File: config.mk
export PLATFORM = sky130hd
export DESIGN_NAME = wbck_arbiter
export DESIGN_NICKNAME = d
export VERILOG_FILES = /design/src/rtl/wbck_arbiter.sv
export SDC_FILE = /design/constraint.sdc
export NUM_CORES = 1
export LEC_CHECK = 0
export ABC_CLOCK_PERIOD_IN_PS = 1900
export BUFFER_PORTS_ARGS = -buffer_cell sky130_fd_sc_hd__buf_2
export CAP_MARGIN = 20
export CORE_MARGIN = 5
export CORE_UTILIZATION = 50
export DETAILED_ROUTE_END_ITERATION = 8
export PLACE_DENSITY = 0.71
export SETUP_SLACK_MARGIN = 0.02
export SLEW_MARGIN = 15
export SYNTH_ARGS = -nofsm -noshare
export SYNTH_HDL_FRONTEND = slang
export SYNTH_SLANG_ARGS = --single-unit
export TNS_END_PERCENT = 1
File: constraint.sdc
create_clock -name clk -period 1.9 [get_ports clk]
set_input_delay 0.095 -clock clk [delete_from_list [all_inputs] [get_ports clk]]
set_output_delay 0.095 -clock clk [all_outputs]
set_load 0.02 [all_outputs]
File: src/rtl/wbck_arbiter.sv
// ----------------------------------------------------------------------------
// wbck_arbiter
//
// Purpose:
//   Writeback-side producer for the general register file. It merges two
//   sources of register-write results into one registered write per cycle:
//     - the single-cycle ALU path (valid/ready handshake, no buffering);
//     - the long-latency LSU path, buffered in a small in-order FIFO.
//   The ALU normally has priority. The LSU FIFO head is forced through when
//   the FIFO is full, or when it has lost arbitration STARVE_MAX times in a
//   row. Writes that target x0 are consumed but never raise the write enable.
//
// Ports:
//   clk, rst              clock (rising edge); asynchronous active-low reset
//   i_alu_valid/idx/dat   ALU result request
//   o_alu_ready           ALU request accepted when valid & ready
//   i_lsu_valid/idx/dat   LSU result request
//   o_lsu_ready           LSU FIFO can accept (not full)
//   wbck_dest_wen/idx/dat registered regfile write port
//   o_lsu_pending         LSU FIFO non-empty
//   o_alu_stall_cnt       (WBCK_PERF_EN only) wrapping count of cycles in
//                         which the ALU was valid but not ready
//
// Configuration macro:
//   WBCK_PERF_EN  adds the o_alu_stall_cnt port and its counter.
// ----------------------------------------------------------------------------
module wbck_arbiter #(
  parameter int XLEN       = 32,
  parameter int RFIDX_W    = 5,
  parameter int LSU_DEPTH  = 2,
  parameter int STARVE_MAX = 3
) (
  input  logic               clk,
  input  logic               rst,
  input  logic               i_alu_valid,
  output logic               o_alu_ready,
  input  logic [RFIDX_W-1:0] i_alu_idx,
  input  logic [XLEN-1:0]    i_alu_dat,
  input  logic               i_lsu_valid,
  output logic               o_lsu_ready,
  input  logic [RFIDX_W-1:0] i_lsu_idx,
  input  logic [XLEN-1:0]    i_lsu_dat,
  output logic               wbck_dest_wen,
  output logic [RFIDX_W-1:0] wbck_dest_idx,
  output logic [XLEN-1:0]    wbck_dest_dat,
  output logic               o_lsu_pending
`ifdef WBCK_PERF_EN
  ,
  output logic [31:0]        o_alu_stall_cnt
`endif
);

  localparam int PTR_W = (LSU_DEPTH > 1) ? $clog2(LSU_DEPTH) : 1;
  localparam int CNT_W = $clog2(LSU_DEPTH + 1);
  localparam int ST_W  = (STARVE_MAX > 0) ? $clog2(STARVE_MAX + 1) : 1;

  localparam logic [CNT_W-1:0] FULL_C     = CNT_W'(LSU_DEPTH);
  localparam logic [CNT_W-1:0] CNT_ZERO_C = {CNT_W{1'b0}};
  localparam logic [CNT_W-1:0] CNT_ONE_C  = {{(CNT_W-1){1'b0}}, 1'b1};
  localparam logic [PTR_W-1:0] PTR_ONE_C  = {{(PTR_W-1){1'b0}}, 1'b1};
  localparam logic [ST_W-1:0]  ST_MAX_C   = ST_W'(STARVE_MAX);
  localparam logic [ST_W-1:0]  ST_ZERO_C  = {ST_W{1'b0}};
  localparam logic [ST_W-1:0]  ST_ONE_C   = {{(ST_W-1){1'b0}}, 1'b1};
  localparam logic [RFIDX_W-1:0] IDX_ZERO_C = {RFIDX_W{1'b0}};

  // FIFO storage and control state
  logic [RFIDX_W-1:0] mem_idx_q [LSU_DEPTH];
  logic [XLEN-1:0]    mem_dat_q [LSU_DEPTH];
  logic [PTR_W-1:0]   wr_ptr_q, wr_ptr_d;
  logic [PTR_W-1:0]   rd_ptr_q, rd_ptr_d;
  logic [CNT_W-1:0]   count_q, count_d;
  logic [ST_W-1:0]    starve_q, starve_d;

  // Output stage registers
  logic               wen_q, wen_d;
  logic [RFIDX_W-1:0] idx_q, idx_d;
  logic [XLEN-1:0]    dat_q, dat_d;

  // Arbitration signals
  logic               nonempty_s;
  logic               full_s;
  logic               force_lsu_s;
  logic               lsu_win_s;
  logic               alu_win_s;
  logic               push_s;
  logic               pop_s;
  logic [RFIDX_W-1:0] head_idx_s;
  logic [XLEN-1:0]    head_dat_s;

  // Arbitration decision; depends only on registered FIFO state and ALU valid.
  always_comb begin
    nonempty_s  = (count_q != CNT_ZERO_C);
    full_s      = (count_q == FULL_C);
    force_lsu_s = full_s | (starve_q == ST_MAX_C);
    // A full FIFO refuses the push even if it pops this cycle.
    o_lsu_ready = !full_s;
    o_alu_ready = !(force_lsu_s & nonempty_s);
    lsu_win_s   = nonempty_s & (force_lsu_s | !i_alu_valid);
    alu_win_s   = i_alu_valid & o_alu_ready;
    push_s      = i_lsu_valid & !full_s;
    pop_s       = lsu_win_s;
    head_idx_s  = mem_idx_q[rd_ptr_q];
    head_dat_s  = mem_dat_q[rd_ptr_q];
  end

  // FIFO pointer, occupancy and starvation next-state logic.
  always_comb begin
    wr_ptr_d = wr_ptr_q;
    rd_ptr_d = rd_ptr_q;
    count_d  = count_q;
    starve_d = starve_q;

    if (push_s) begin
      wr_ptr_d = wr_ptr_q + PTR_ONE_C;
    end else begin
      wr_ptr_d = wr_ptr_q;
    end

    if (pop_s) begin
      rd_ptr_d = rd_ptr_q + PTR_ONE_C;
    end else begin
      rd_ptr_d = rd_ptr_q;
    end

    case ({push_s, pop_s})
      2'b10:   count_d = count_q + CNT_ONE_C;
      2'b01:   count_d = count_q - CNT_ONE_C;
      default: count_d = count_q;
    endcase

    // The counter measures consecutive losses of a waiting head only.
    if (pop_s || !nonempty_s) begin
      starve_d = ST_ZERO_C;
    end else if (alu_win_s && (starve_q != ST_MAX_C)) begin
      starve_d = starve_q + ST_ONE_C;
    end else begin
      starve_d = starve_q;
    end
  end

  // Output stage next-state; x0 writes are consumed with the enable held low.
  always_comb begin
    wen_d = 1'b0;
    idx_d = idx_q;
    dat_d = dat_q;
    if (lsu_win_s) begin
      wen_d = (head_idx_s != IDX_ZERO_C);
      idx_d = head_idx_s;
      dat_d = head_dat_s;
    end else if (alu_win_s) begin
      wen_d = (i_alu_idx != IDX_ZERO_C);
      idx_d = i_alu_idx;
      dat_d = i_alu_dat;
    end else begin
      wen_d = 1'b0;
      idx_d = idx_q;
      dat_d = dat_q;
    end
  end

  // Control state and output registers.
  always_ff @(posedge clk or negedge rst) begin
    if (!rst) begin
      wr_ptr_q <= {PTR_W{1'b0}};
      rd_ptr_q <= {PTR_W{1'b0}};
      count_q  <= CNT_ZERO_C;
      starve_q <= ST_ZERO_C;
      wen_q    <= 1'b0;
      idx_q    <= IDX_ZERO_C;
      dat_q    <= {XLEN{1'b0}};
    end else begin
      wr_ptr_q <= wr_ptr_d;
      rd_ptr_q <= rd_ptr_d;
      count_q  <= count_d;
      starve_q <= starve_d;
      wen_q    <= wen_d;
      idx_q    <= idx_d;
      dat_q    <= dat_d;
    end
  end

  // FIFO payload storage, written at the tail on an accepted push.
  always_ff @(posedge clk or negedge rst) begin
    if (!rst) begin
      for (int i = 0; i < LSU_DEPTH; i++) begin
        mem_idx_q[i] <= IDX_ZERO_C;
        mem_dat_q[i] <= {XLEN{1'b0}};
      end
    end else if (push_s) begin
      mem_idx_q[wr_ptr_q] <= i_lsu_idx;
      mem_dat_q[wr_ptr_q] <= i_lsu_dat;
    end else begin
      for (int i = 0; i < LSU_DEPTH; i++) begin
        mem_idx_q[i] <= mem_idx_q[i];
        mem_dat_q[i] <= mem_dat_q[i];
      end
    end
  end

  assign wbck_dest_wen = wen_q;
  assign wbck_dest_idx = idx_q;
  assign wbck_dest_dat = dat_q;
  assign o_lsu_pending = nonempty_s;

`ifdef WBCK_PERF_EN
  logic [31:0] stall_cnt_q, stall_cnt_d;

  // Stall counter next-state; wraps naturally at 2^32.
  always_comb begin
    stall_cnt_d = stall_cnt_q;
    if (i_alu_valid && !o_alu_ready) begin
      stall_cnt_d = stall_cnt_q + 32'd1;
    end else begin
      stall_cnt_d = stall_cnt_q;
    end
  end

  // Stall counter register.
  always_ff @(posedge clk or negedge rst) begin
    if (!rst) begin
      stall_cnt_q <= 32'd0;
    end else begin
      stall_cnt_q <= stall_cnt_d;
    end
  end

  assign o_alu_stall_cnt = stall_cnt_q;
`endif

endmodule
# After elaboration in Yosys (flattened, before gate mapping)
# Cells that the tools add are included.
[classes] addsub=5 order_cmp=3 n_eq_ne=5 mux=21 bitwise=8 n_reduce_logical=13
[ops] cell="32-bit two-way mux" count=6
[ops] cell="64-bit bitwise mux" count=1
[ops] cell="32-bit demux with 1-bit select" count=1
[ops] cell="5-bit two-way mux" count=6
[ops] cell="10-bit bitwise mux" count=1
[ops] cell="5-bit nonzero test" count=2
[ops] cell="2-bit nonzero test" count=4
[ops] cell="2-bit equality test (second input constant)" count=3
[ops] cell="5-bit demux with 1-bit select" count=1
[ops] cell="2-bit by 1-bit adder with 2-bit output (second input constant)" count=2
[ops] cell="1-bit bitwise AND" count=4
[ops] cell="2-bit >= comparator (second input constant)" count=2
[ops] cell="1-bit logical NOT" count=4
[ops] cell="2-bit two-way mux" count=2
[ops] cell="1-bit NOT with 2-bit output" count=2
[ops] cell="2-bit case mux with 2 select lines" count=1
[ops] cell="1-bit adder (second input constant)" count=2
[ops] cell="2-bit by 1-bit equality test with 1-bit output (second input constant)" count=1
[ops] cell="1-bit logical AND" count=2
[ops] cell="2-bit by 1-bit < comparator with 1-bit output (second input constant)" count=1
[ops] cell="1-bit two-way mux" count=2
[ops] cell="2-bit inequality test (second input constant)" count=1
[ops] cell="1-bit OR" count=2
[ops] cell="2-bit by 1-bit subtractor with 2-bit output (second input constant)" count=1
[ops] cell="1-bit logical OR" count=1
[word_totals] register_bits=118 in_bits=78 word_cells=66

# Depth between registers and ports, before layout
# Gate-level depths: netlist of run 1.
[logic_depth] word_depth=8 ltp_mapped=8 mapped_depth_nobuf=7

# Least setup slack after synthesis of run 1
# No wires, ideal clock.
[synth_timing] path_kind="register -> register" startpoint="reg starve_q[0]" endpoint="reg count_q[1]" arrival_time_ns=1.593 required_ns=1.820 slack_ns=0.227 stages_incl_launch_ff=8 period_less_slack_ns=1.673 cell_sequence="dfrtp_1 > ha_1 > and3b_1 > clkbuf_1 > nor2_1 > ha_1 > nor2_1 > xor2_1"
[synth_via] elab_chain_len=6
[synth_lines] item="from (decl)" line_no="72" text="logic [ST_W-1:0] starve_q, starve_d;"
[synth_lines] item="from (signal assigned)" line_no="175" text="starve_q <= starve_d;"
[synth_lines] item="2-bit equality test *" line_no="94" text="force_lsu_s = full_s | (starve_q == ST_MAX_C);"
[synth_lines] item="1-bit OR *" line_no="94"
[synth_lines] item="1-bit OR *" line_no="98" text="lsu_win_s = nonempty_s & (force_lsu_s | !i_alu_valid);"
[synth_lines] item="1-bit bitwise AND *" line_no="98"
[synth_lines] item="2-bit by 1-bit equality test with 1-bit output or 2-bit equality test (tied branches)" line_no="125" text="case ({push_s, pop_s})"
[synth_lines] item="2-bit case mux with 2 select lines or 2-bit nonzero test (tied branches)"
[synth_lines] item="to (signal assigned)" line_no="174" text="count_q <= count_d;"
[synth_lines] item="to (decl)" line_no="71" text="logic [CNT_W-1:0] count_q, count_d;"
# Mark *: on every way between the ends. The rest lies on a longest branch, timed or not.
# A chain may end at the register's enable or synchronous reset.

# Worst setup path after layout of run 1
[layout_timing] startpoint="reg count_q[0]" endpoint="out o_alu_ready"
[layout_via] elab_chain_len=4
[layout_lines] item="2-bit equality test" line_no="93" text="full_s = (count_q == FULL_C);"
[layout_lines] item="1-bit OR" line_no="94"
[layout_lines] item="1-bit bitwise AND *" line_no="97" text="o_alu_ready = !(force_lsu_s & nonempty_s);"
[layout_lines] item="1-bit logical NOT *" line_no="97"
[layout_lines] item="to (decl)" line_no="36" text="output logic o_alu_ready,"
# Marked as above.

==> results.md, run 1 <==
* CP arrival at 1.67 ns
* Drt drc at 0
* Area growth syn-to-layout at 38.0%
* PD cells at 1870 nW/um2
* Fin crit period at 1.76 ns
* Top Layer Used: met4
* Seq/Total Area, Yosys at 0.526
* RSZ-0062 raised after global routing: no
* Cts bufs inserted at 17
* Setup TNS at 0 ns
* Leading cell type in the layout, fill and taps excluded: buf_2
* # port buffers at 118
* Hold Path Class: in2async
* Cell accounting for the most synthesized area: dfrtp_1
* Worst endpoint required time at 1.80 ns
* Die Y at 116 um
* Post-CTS Setup Bufs at 0
* DR WL/cell at 18.6 um
* Skew-Pair Late Insertion Delay at 0.42 ns
* Total gr overflow at 0
* Placer congestion estimate at 0.793
* GRT Total Usage at 0.224
* Full die area at 13400 um2
* Max FO, Critical Path at 15
* DR WL met2 at 7020 um
* CP bufs+invs at 3
* Setup violators final at 0
* Crit end category: primary output
* N_diodes at 0
* Initial antenna violation count at 0
* Synth warnings at 0
* Switching Power at 5.28 mW
* Placed cell count at 674
* DR vias at 4433
* Total routed wirelength at 14600 um
* Post-synth EDFFs at 0
* Layout cell share with drive strength beyond 1 at 0.433
* Synth top area cells: dfrtp_1, mux2_2, mux2_4
* Clk pwr share at 0.228
* Setup Skew at 0.0106 ns
* Sequential power share at 0.321
* Switching share of power at 0.365
* CP max-delay cell: dfrtp_2
* Starting Density at 0.513
* P_leak at 3.52 nW
* Fin crit share at 0.928
* Final count of hold timing violations at 0
* Post-synthesis net count at 514
* Max-capacitance violation count at 0
* Status: completed
* First-pass GRT wire length at 23500 um
* Cell Chain, Critical Path: buf_4 -> mux2_4 -> clkinv_2 -> buf_2
* Worst-case clock buffer depth at 2
* Worst Setup Start Kind: flip-flop
* M1 wire length at 6190 um
* CTS tree: built
* Initial DRC count at 361
* Setup slack on the worst flop-to-flop path at 0.18 ns
* Internal power at 9.17 mW
* CTS Sinks at 118
* Post-Syn Area at 5610 um2
* Largest net degree at the start of global routing at 43
* Type of the worst setup path: reg2out
* Core area at 10900 um2
* Post-synth top flop: dfrtp_1
* Max Fclk at 0.567 GHz
* H-tree depth at 4
* Non-Filler Instances at 782
* CTS clk-pin slew, worst paths at 0.06 ns
* Synth top area share at 0.526
* Num ports at 119
* Slew @ Worst Pin at 0.539 ns
* Max incr delay on CP at 0.41 ns
* Row count at 38
* Die width at 116 um
* Root Buffer: clkbuf_16
* DRT antenna net count at 0
* Worst reg2reg path depth at 5
* Most frequent cells in the layout: buf_2, dfrtp_1, dlygate4sd3_1
* Final Max Slew Viols at 0
* Fillers at 784
* Worst r2r src: count_q[0]$_DFFE_PN0P_
* Vias per inst at 5.67
* Async S/R FF share, synth at 1.00
* Seq cells post-synth at 118
* Drt pass-1 iters at 4
* Met3 WL at 1100 um
* Max-slew headroom at 0.641
* HPWL after detailed placement at 9240 um
* Synth Area per Inst at 12.9 um2
* Maximum vdd drop at 971 uV
* Number of global-route vias before repair at 4630
* Distinct cells, synth at 33
* Mapped Cells at 434
* FF-to-FF End: wbck_dest_dat[14]$_DFFE_PN0P_
* Crit path max-delay family: buffers and inverters
* Final #Nets at 709
* Comb power frac at 0.451
-- power groups by stage --
stage               sequential, mW  clock [mW]  combinational, mW
floorplan                     4.92           0               4.41
global placement              4.59           0               6.15
detailed placement            4.64           0               6.33
CTS                           4.62        3.32               6.50
global route                  4.79        3.45               7.04
finish                        4.63        3.30               6.51
-- state kept, by name, indices dropped and copies added, names as in the netlist --
signal         count
mem_dat_q         64
wbck_dest_dat     32
mem_idx_q         10
wbck_dest_idx      5
count_q            2
starve_q           2
rd_ptr_q           1
wbck_dest_wen      1
wr_ptr_q           1
-- synth_stat cells (2+ instances only) --
| cell | instances |
|---|---|
| dfrtp_1 | 118 |
| mux2_2 | 44 |
| nor3_1 | 38 |
| mux2i_1 | 37 |
| nand2_1 | 34 |
| a21oi_1 | 33 |
| mux2_4 | 31 |
| o221a_2 | 27 |
| buf_2 | 12 |
| clkbuf_1 | 12 |
| buf_6 | 8 |
| o221a_1 | 6 |
| a221o_1 | 4 |
| nor2_1 | 4 |
| xnor2_1 | 3 |
| and2_1 | 2 |
| and3b_1 | 2 |
| buf_4 | 2 |
| ha_1 | 2 |
| xor2_1 | 2 |
-- cell families (layout without fill, tap and decap cells) --
kind of cell | count (synthesis) | after routing | share of synthesized area
fa+ha+maj | 2 | 2 | 0.00446
mux | 112 | 112 | 0.237
buf+inv | 36 | 244 | 0.0390
simple gates | 89 | 89 | 0.0794
compound gates | 72 | 72 | 0.106
xor+xnor | 5 | 5 | 0.00781
flops | 118 | 118 | 0.526
-- cell type report --
class / instances / area [um2] / area share
well taps: 140 / 175 / 0.0226
multi-input cells: 280 / 2450 / 0.316
clock buffers: 18 / 439 / 0.0568
repair buffers: 210 / 1540 / 0.199
flip-flops and latches: 118 / 2960 / 0.382
clock inverters: 14 / 175 / 0.0226
inverters: 2 / 8.76 / 0.00113
-- per-layer routing --
layer	up-vias	GRT usage
li1	2005	-
met5	-	0
met3	23	0.0616
met1	2209	0.291
met2	196	0.364
met4	0	0.0750
-- how the worst max path moves through the flow --
stage,end,start,depth (start not counted),slack (ns)
2_1_floorplan,count_q[1]$_DFFE_PN0P_,starve_q[0]$_DFFE_PN0P_,7,0.23
3_5_place_dp,wbck_dest_dat[14]$_DFFE_PN0P_,count_q[0]$_DFFE_PN0P_,5,0.12
6_report,o_alu_ready,count_q[0]$_DFFE_PN0P_,4,0.14
3_3_place_gp,wbck_dest_dat[13]$_DFFE_PN0P_,count_q[0]$_DFFE_PN0P_,5,0.15
5_1_grt,o_alu_ready,count_q[0]$_DFFE_PN0P_,4,0.08
4_1_cts,wbck_dest_dat[14]$_DFFE_PN0P_,count_q[0]$_DFFE_PN0P_,5,0.11
-- per-stage QoR --
step | util | setup slack (ns) | total power, mW | hold slack (ns) | instance area, um2
6_report | 0.708 | 0.138 | 14.4 | 0.190 | 7740
5_1_grt | 0.708 | 0.0777 | 15.3 | 0.231 | 7740
4_1_cts | 0.707 | 0.110 | 14.4 | 0.206 | 7730
3_5_place_dp | 0.581 | 0.117 | 11.0 | 0.0946 | 6350
3_3_place_gp | 0.581 | 0.147 | 10.7 | 0.0930 | 6350
2_1_floorplan | - | 0.227 | 9.33 | -0.201 | 5610
-- timing repair --
item | CTS | global route
hold buffers | 76 | 0
gates resized for setup | 0 | 1
endpoints found under the setup margin | 0 | 5
hold endpoints to repair | 147 | 0
No activity file was read; power rests on OpenSTA's default activity.
==> run 2: changes to the inputs <==
- CORE_ASPECT_RATIO: unset -> 1.5
==> run 2 against run 1 <==
Final cell count is 0.64% higher; register-to-register slack worse by 0.04 ns; flip-flop and latch count stayed put; worst setup slack worse by 0.018 ns; combinational power is 1% higher; design area is 1.3% lower; routed wire length is 0.54% higher; sequential power hardly changed.
==> results.md, run 2 (same netlist as run 1, synthesis figures left out) <==
* Status: completed
* Full die area at 13500 um2
* Worst Setup EP: o_lsu_pending
* CP bufs+invs at 2
* Drt drc at 0
* Root Buffer: clkbuf_16
* Worst endpoint required time at 1.80 ns
* Placer congestion estimate at 0.773
* FF-to-FF End: wbck_dest_dat[26]$_DFFE_PN0P_
* Max-slew headroom at 0.638
* Placed instance area at 6390 um2
* Hold Path Class: in2reg
* Largest net degree at the start of global routing at 45
* Post-CTS Setup Bufs at 0
* CP max-delay cell: dfrtp_1
* Initial DRC count at 150
* Max-capacitance violation count at 0
* CTS tree: built
* Setup violators final at 0
* CTS Sinks at 118
* Worst reg2reg path depth at 5
* PD cells at 1830 nW/um2
* Final #Nets at 711
* Worst Setup Start Kind: flip-flop
* Vias per inst at 5.53
* Internal power at 8.83 mW
* Type of the worst setup path: reg2out
* Area growth syn-to-layout at 36.2%
* Placed cell count at 685
* Clk pwr share at 0.197
* Crit end category: primary output
* Crit path depth at 3
* Cts bufs inserted at 17
* Largest Register: mem_dat_q
* Drt pass-1 iters at 7
* Fin crit period at 1.78 ns
* Total routed wirelength at 14600 um
* Comb power frac at 0.471
* Setup slack on the worst flop-to-flop path at 0.14 ns
* Setup Skew at 0.00503 ns
* CTS clk-pin slew, worst paths at 0.05 ns
* Row count at 47
* Max Fclk at 0.562 GHz
* Layout cell share with drive strength beyond 1 at 0.430
* Total gr overflow at 0
* H-tree depth at 4
* Fillers at 804
* Switching Power at 5.14 mW
* Slew @ Worst Pin at 0.542 ns
* Die width at 96.5 um
* Fin crit share at 0.937
* Switching share of power at 0.368
* GRT Total Usage at 0.224
* DR WL/cell at 18.6 um
* Skew-Pair Late Insertion Delay at 0.40 ns
* Initial antenna violation count at 0
* Design area at 7640 um2
* First-pass GRT wire length at 23100 um
* DRT antenna net count at 0
* Final count of hold timing violations at 0
* Starting Density at 0.510
* Worst setup path start: count_q[1]$_DFFE_PN0P_
* Num ports at 119
* Worst-case clock buffer depth at 2
* N_diodes at 0
* Die Y at 140 um
* Largest register FFs at 64
* HPWL after detailed placement at 9410 um
* P_leak at 3.49 nW
* RSZ-0062 raised after global routing: no
* Worst r2r src: count_q[1]$_DFFE_PN0P_
* Sequential power share at 0.332
* Final Max Slew Viols at 0
* Max incr delay on CP at 0.52 ns
* Number of global-route vias before repair at 4624
* # port buffers at 118
* Max FO, Critical Path at 26
* DR vias at 4350
* Crit path max-delay family: buffers and inverters
* Maximum vdd drop at 915 uV
* CP arrival at 1.69 ns
* Non-Filler Instances at 787
* Setup TNS at 0 ns
* Most frequent cells in the layout: dfrtp_1, buf_2, dlygate4sd3_1
* Cell Chain, Critical Path: nor2_4 -> inv_2 -> buf_2
* Core area at 11000 um2
## run 2: cell count changes in the layout (fill, tap and decap cells not counted), sizes merged
| cell | delta |
|---|---|
| clkbuf | +4 |
| dlygate4sd3 | -2 |
| inv | -2 |
| bufinv | -3 |
| clkinvlp | -3 |
| buf | +4 |
## run 2: cell type report
| type | count | area, um2 | area share |
|---|---|---|---|
| clock buffers | 22 | 474 | 0.0621 |
| well taps | 147 | 184 | 0.0241 |
| multi-input cells | 280 | 2440 | 0.320 |
| repair buffers | 212 | 1550 | 0.202 |
| inverters | 2 | 8.76 | 0.00115 |
| clock inverters | 6 | 30.0 | 0.00393 |
| flip-flops and latches | 118 | 2950 | 0.387 |
## run 2: what timing repair did
item                       in CTS  in global routing
gates resized for setup         0                  1
setup endpoints to repair       0                  1
hold endpoints to repair      144                  0
hold buffers                   74                  0
## run 2: metrics by stage
| step | utilization | setup slack (ns) | power [mW] | hold WS [ns] |
|---|---|---|---|---|
| after floorplan | - | 0.227 | 9.33 | -0.201 |
| after global placement | 0.581 | 0.193 | 10.8 | 0.0939 |
| after detailed placement | 0.581 | 0.105 | 11.1 | 0.106 |
| after CTS | 0.694 | 0.0975 | 14.0 | 0.0175 |
| after global routing | 0.695 | 0.0478 | 14.8 | 0.0327 |
| final | 0.695 | 0.120 | 14.0 | 0.0307 |
## run 2: tightest hold or removal path, cell delays in order
cell     delay [ns]
buf_2          0.11
nand2_1        0.09
xnor2_1        0.08
## run 2: per-layer routing
| metal | track usage | share of wire |
|---|---|---|
| met1 | 0.266 | 0.40 |
| met2 | 0.382 | 0.53 |
| met3 | 0.0551 | 0.055 |
| met4 | 0.0850 | 0.016 |
| met5 | 0 | 0 |
## run 2: worst min path at each step
stage                 startpoint                            to  slack, ns  depth (start not counted)
finish               i_lsu_valid          wr_ptr_q$_DFFE_PN0P_       0.03                          3
global route        i_alu_idx[2]  wbck_dest_idx[2]$_DFFE_PN0P_       0.03                          2
CTS                 i_alu_idx[2]  wbck_dest_idx[2]$_DFFE_PN0P_       0.02                          2
detailed placement           rst  wbck_dest_dat[4]$_DFFE_PN0P_       0.11                          1
global placement             rst  wbck_dest_dat[4]$_DFFE_PN0P_       0.09                          1
floorplan                    rst        count_q[0]$_DFFE_PN0P_      -0.20                          0
## run 2: power by group through the flow
stage | clock (mW) | sequential (mW) | combinational, mW
6_report | 2.75 | 4.64 | 6.58
3_3_place_gp | 0 | 4.58 | 6.22
5_1_grt | 2.89 | 4.78 | 7.10
4_1_cts | 2.81 | 4.63 | 6.59
2_1_floorplan | 0 | 4.92 | 4.41
3_5_place_dp | 0 | 4.64 | 6.42
==> run 3: changes to the inputs <==
==> constraint.sdc (replaced) <==
create_clock -name clk -period 1.9 [get_ports clk]
set_input_delay 0.19 -clock clk [delete_from_list [all_inputs] [get_ports clk]]
set_output_delay 0.19 -clock clk [all_outputs]
set_load 0.02 [all_outputs]
==> run 3 against run 2 <==
Via count shrank 6.7%; largest power group unchanged; final cell count shrank 8.8%; fmax shrank 1.6%; worst setup slack lost 0.030 ns; sequential power grew 0.9%; combinational power shrank 4.0%; worst hold slack lost 0.0073 ns; clock skew grew 0.0020 ns; clock-buffer cell count grew 2; first-iteration DRC count grew 11%.
==> results.md, run 3 (same netlist as run 1, synthesis figures left out) <==
* DRT antenna net count at 0
* Crit end category: primary output
* Min-Delay Path Depth at 2
* Fin crit share at 0.953
* Dpl ws at 0.170 ns
* H-tree depth at 4
* Min Hold Slack at 0.0235 ns
* Comb power frac at 0.446
* Largest Register: mem_dat_q
* Switching share of power at 0.361
* GRT Total Usage at 0.217
* Max-slew headroom at 0.636
* CTS Sinks at 118
* HPWL after detailed placement at 9680 um
* Largest register FFs at 64
* Num ports at 119
* Final count of hold timing violations at 0
* Switching Power at 5.11 mW
* Max-capacitance violation count at 0
* Type of the worst setup path: reg2out
* Fin crit period at 1.81 ns
* Initial DRC count at 166
* Hold endpoint: mem_dat_q[37]$_DFFE_PN0P_
* DR vias at 4059
* Worst r2r src: rd_ptr_q$_DFFE_PN0N_
* Initial antenna violation count at 0
* Final #Nets at 638
* RSZ-0062 raised after global routing: no
* Drt pass-1 iters at 4
* First-pass GRT wire length at 22400 um
* Cts bufs inserted at 17
* Vias per inst at 5.65
* Die width at 96.5 um
* Maximum vdd drop at 999 uV
* CP arrival at 1.62 ns
* Largest net degree at the start of global routing at 43
* Post-route setup slack at 0.0899 ns
* Max Fclk at 0.552 GHz
* Row count at 47
* Layout cell share with drive strength beyond 1 at 0.487
* Most frequent cells in the layout: dfrtp_1, buf_2, mux2_2
* Non-Filler Instances at 718
* Post-CTS Setup Bufs at 0
* Full die area at 13500 um2
* Worst Setup Start Kind: flip-flop
* Status: completed
* PostCTS Resize Cnt at 0
* CTS tree: built
* Skew-Pair Late Insertion Delay at 0.41 ns
* Setup slack on the worst flop-to-flop path at 0.16 ns
* Root Buffer: clkbuf_16
* Hold path startpoint: i_lsu_dat[5]
* Drt drc at 0
* Placer congestion estimate at 0.778
* Setup Skew at 0.00705 ns
* Worst-case clock buffer depth at 2
* FF-to-FF End: wbck_dest_dat[29]$_DFFE_PN0P_
* Total gr overflow at 0
* Worst reg2reg path depth at 4
* Hold Path Class: in2reg
* Internal power at 9.05 mW
* Placed cell count at 685
* Setup TNS at 0 ns
* Final Max Slew Viols at 0
* Worst endpoint required time at 1.71 ns
* N_diodes at 0
* PD cells at 2030 nW/um2
* Setup violators final at 0
* Sequential power share at 0.330
* Max FO, Critical Path at 21
* Clk pwr share at 0.223
* Slew @ Worst Pin at 0.546 ns
* # port buffers at 118
* Die Y at 140 um
* Core Util, Final at 0.634
* Total routed wirelength at 14000 um
* # hold bufs at CTS at 1
* Number of global-route vias before repair at 4472
* Area growth syn-to-layout at 24.3%
* Starting Density at 0.510
* P_leak at 3.21 nW
* DR WL/cell at 19.5 um
* CTS clk-pin slew, worst paths at 0.05 ns
* Core area at 11000 um2
==> run 3: power groups by stage <==
stage                     clock network [mW]  registers (mW)  logic, mW
final                                   3.16            4.68       6.32
after global routing                    3.34            4.83       6.82
after CTS                               3.22            4.68       6.37
after detailed placement                   0            4.69       6.30
after global placement                     0            4.62       6.10
after floorplan                            0            4.92       4.41
==> run 3: area by class of cell <==
cell class	instances	area, um2
sequential	118	2950
inverter	2	8.76
fill	905	4020
timing repair buffer	139	791
clock buffer	24	502
tap	147	184
multi-input combinational	280	2440
clock inverter	8	95.1
==> run 3: metrics by stage <==
step | area [um2] | power (mW)
after floorplan | 5610 | 9.33
after global placement | 6370 | 10.7
after detailed placement | 6370 | 11.0
after CTS | 6970 | 14.3
after global routing | 6970 | 15.0
final | 6970 | 14.2
==> run 3: worst max-delay path: stages, from the launching register on <==
cell     delay, ns
dfrtp_1       0.51
nor2_4        0.09
inv_2         0.36
buf_2         0.26
==> run 3: routing by layer <==
metal / GRT usage / routed length (um) / up-vias
li1: - / - / 1854
met1: 0.251 / 5450 / 2055
met2: 0.377 / 7530 / 127
met3: 0.0524 / 704 / 23
met4: 0.0894 / 283 / 0
met5: 0 / 0 / -
==> run 3: how the worst max path moves through the flow <==
stage / end / slack (ns) / depth (start not counted) / from
2_1_floorplan: count_q[1]$_DFFE_PN0P_ / 0.23 / 7 / starve_q[0]$_DFFE_PN0P_
3_3_place_gp: wbck_dest_dat[24]$_DFFE_PN0P_ / 0.20 / 4 / rd_ptr_q$_DFFE_PN0N_
3_5_place_dp: wbck_dest_dat[24]$_DFFE_PN0P_ / 0.17 / 4 / rd_ptr_q$_DFFE_PN0N_
4_1_cts: o_lsu_pending / 0.10 / 3 / count_q[0]$_DFFE_PN0P_
5_1_grt: o_lsu_pending / 0.04 / 3 / count_q[0]$_DFFE_PN0P_
6_report: o_lsu_pending / 0.09 / 3 / count_q[0]$_DFFE_PN0P_
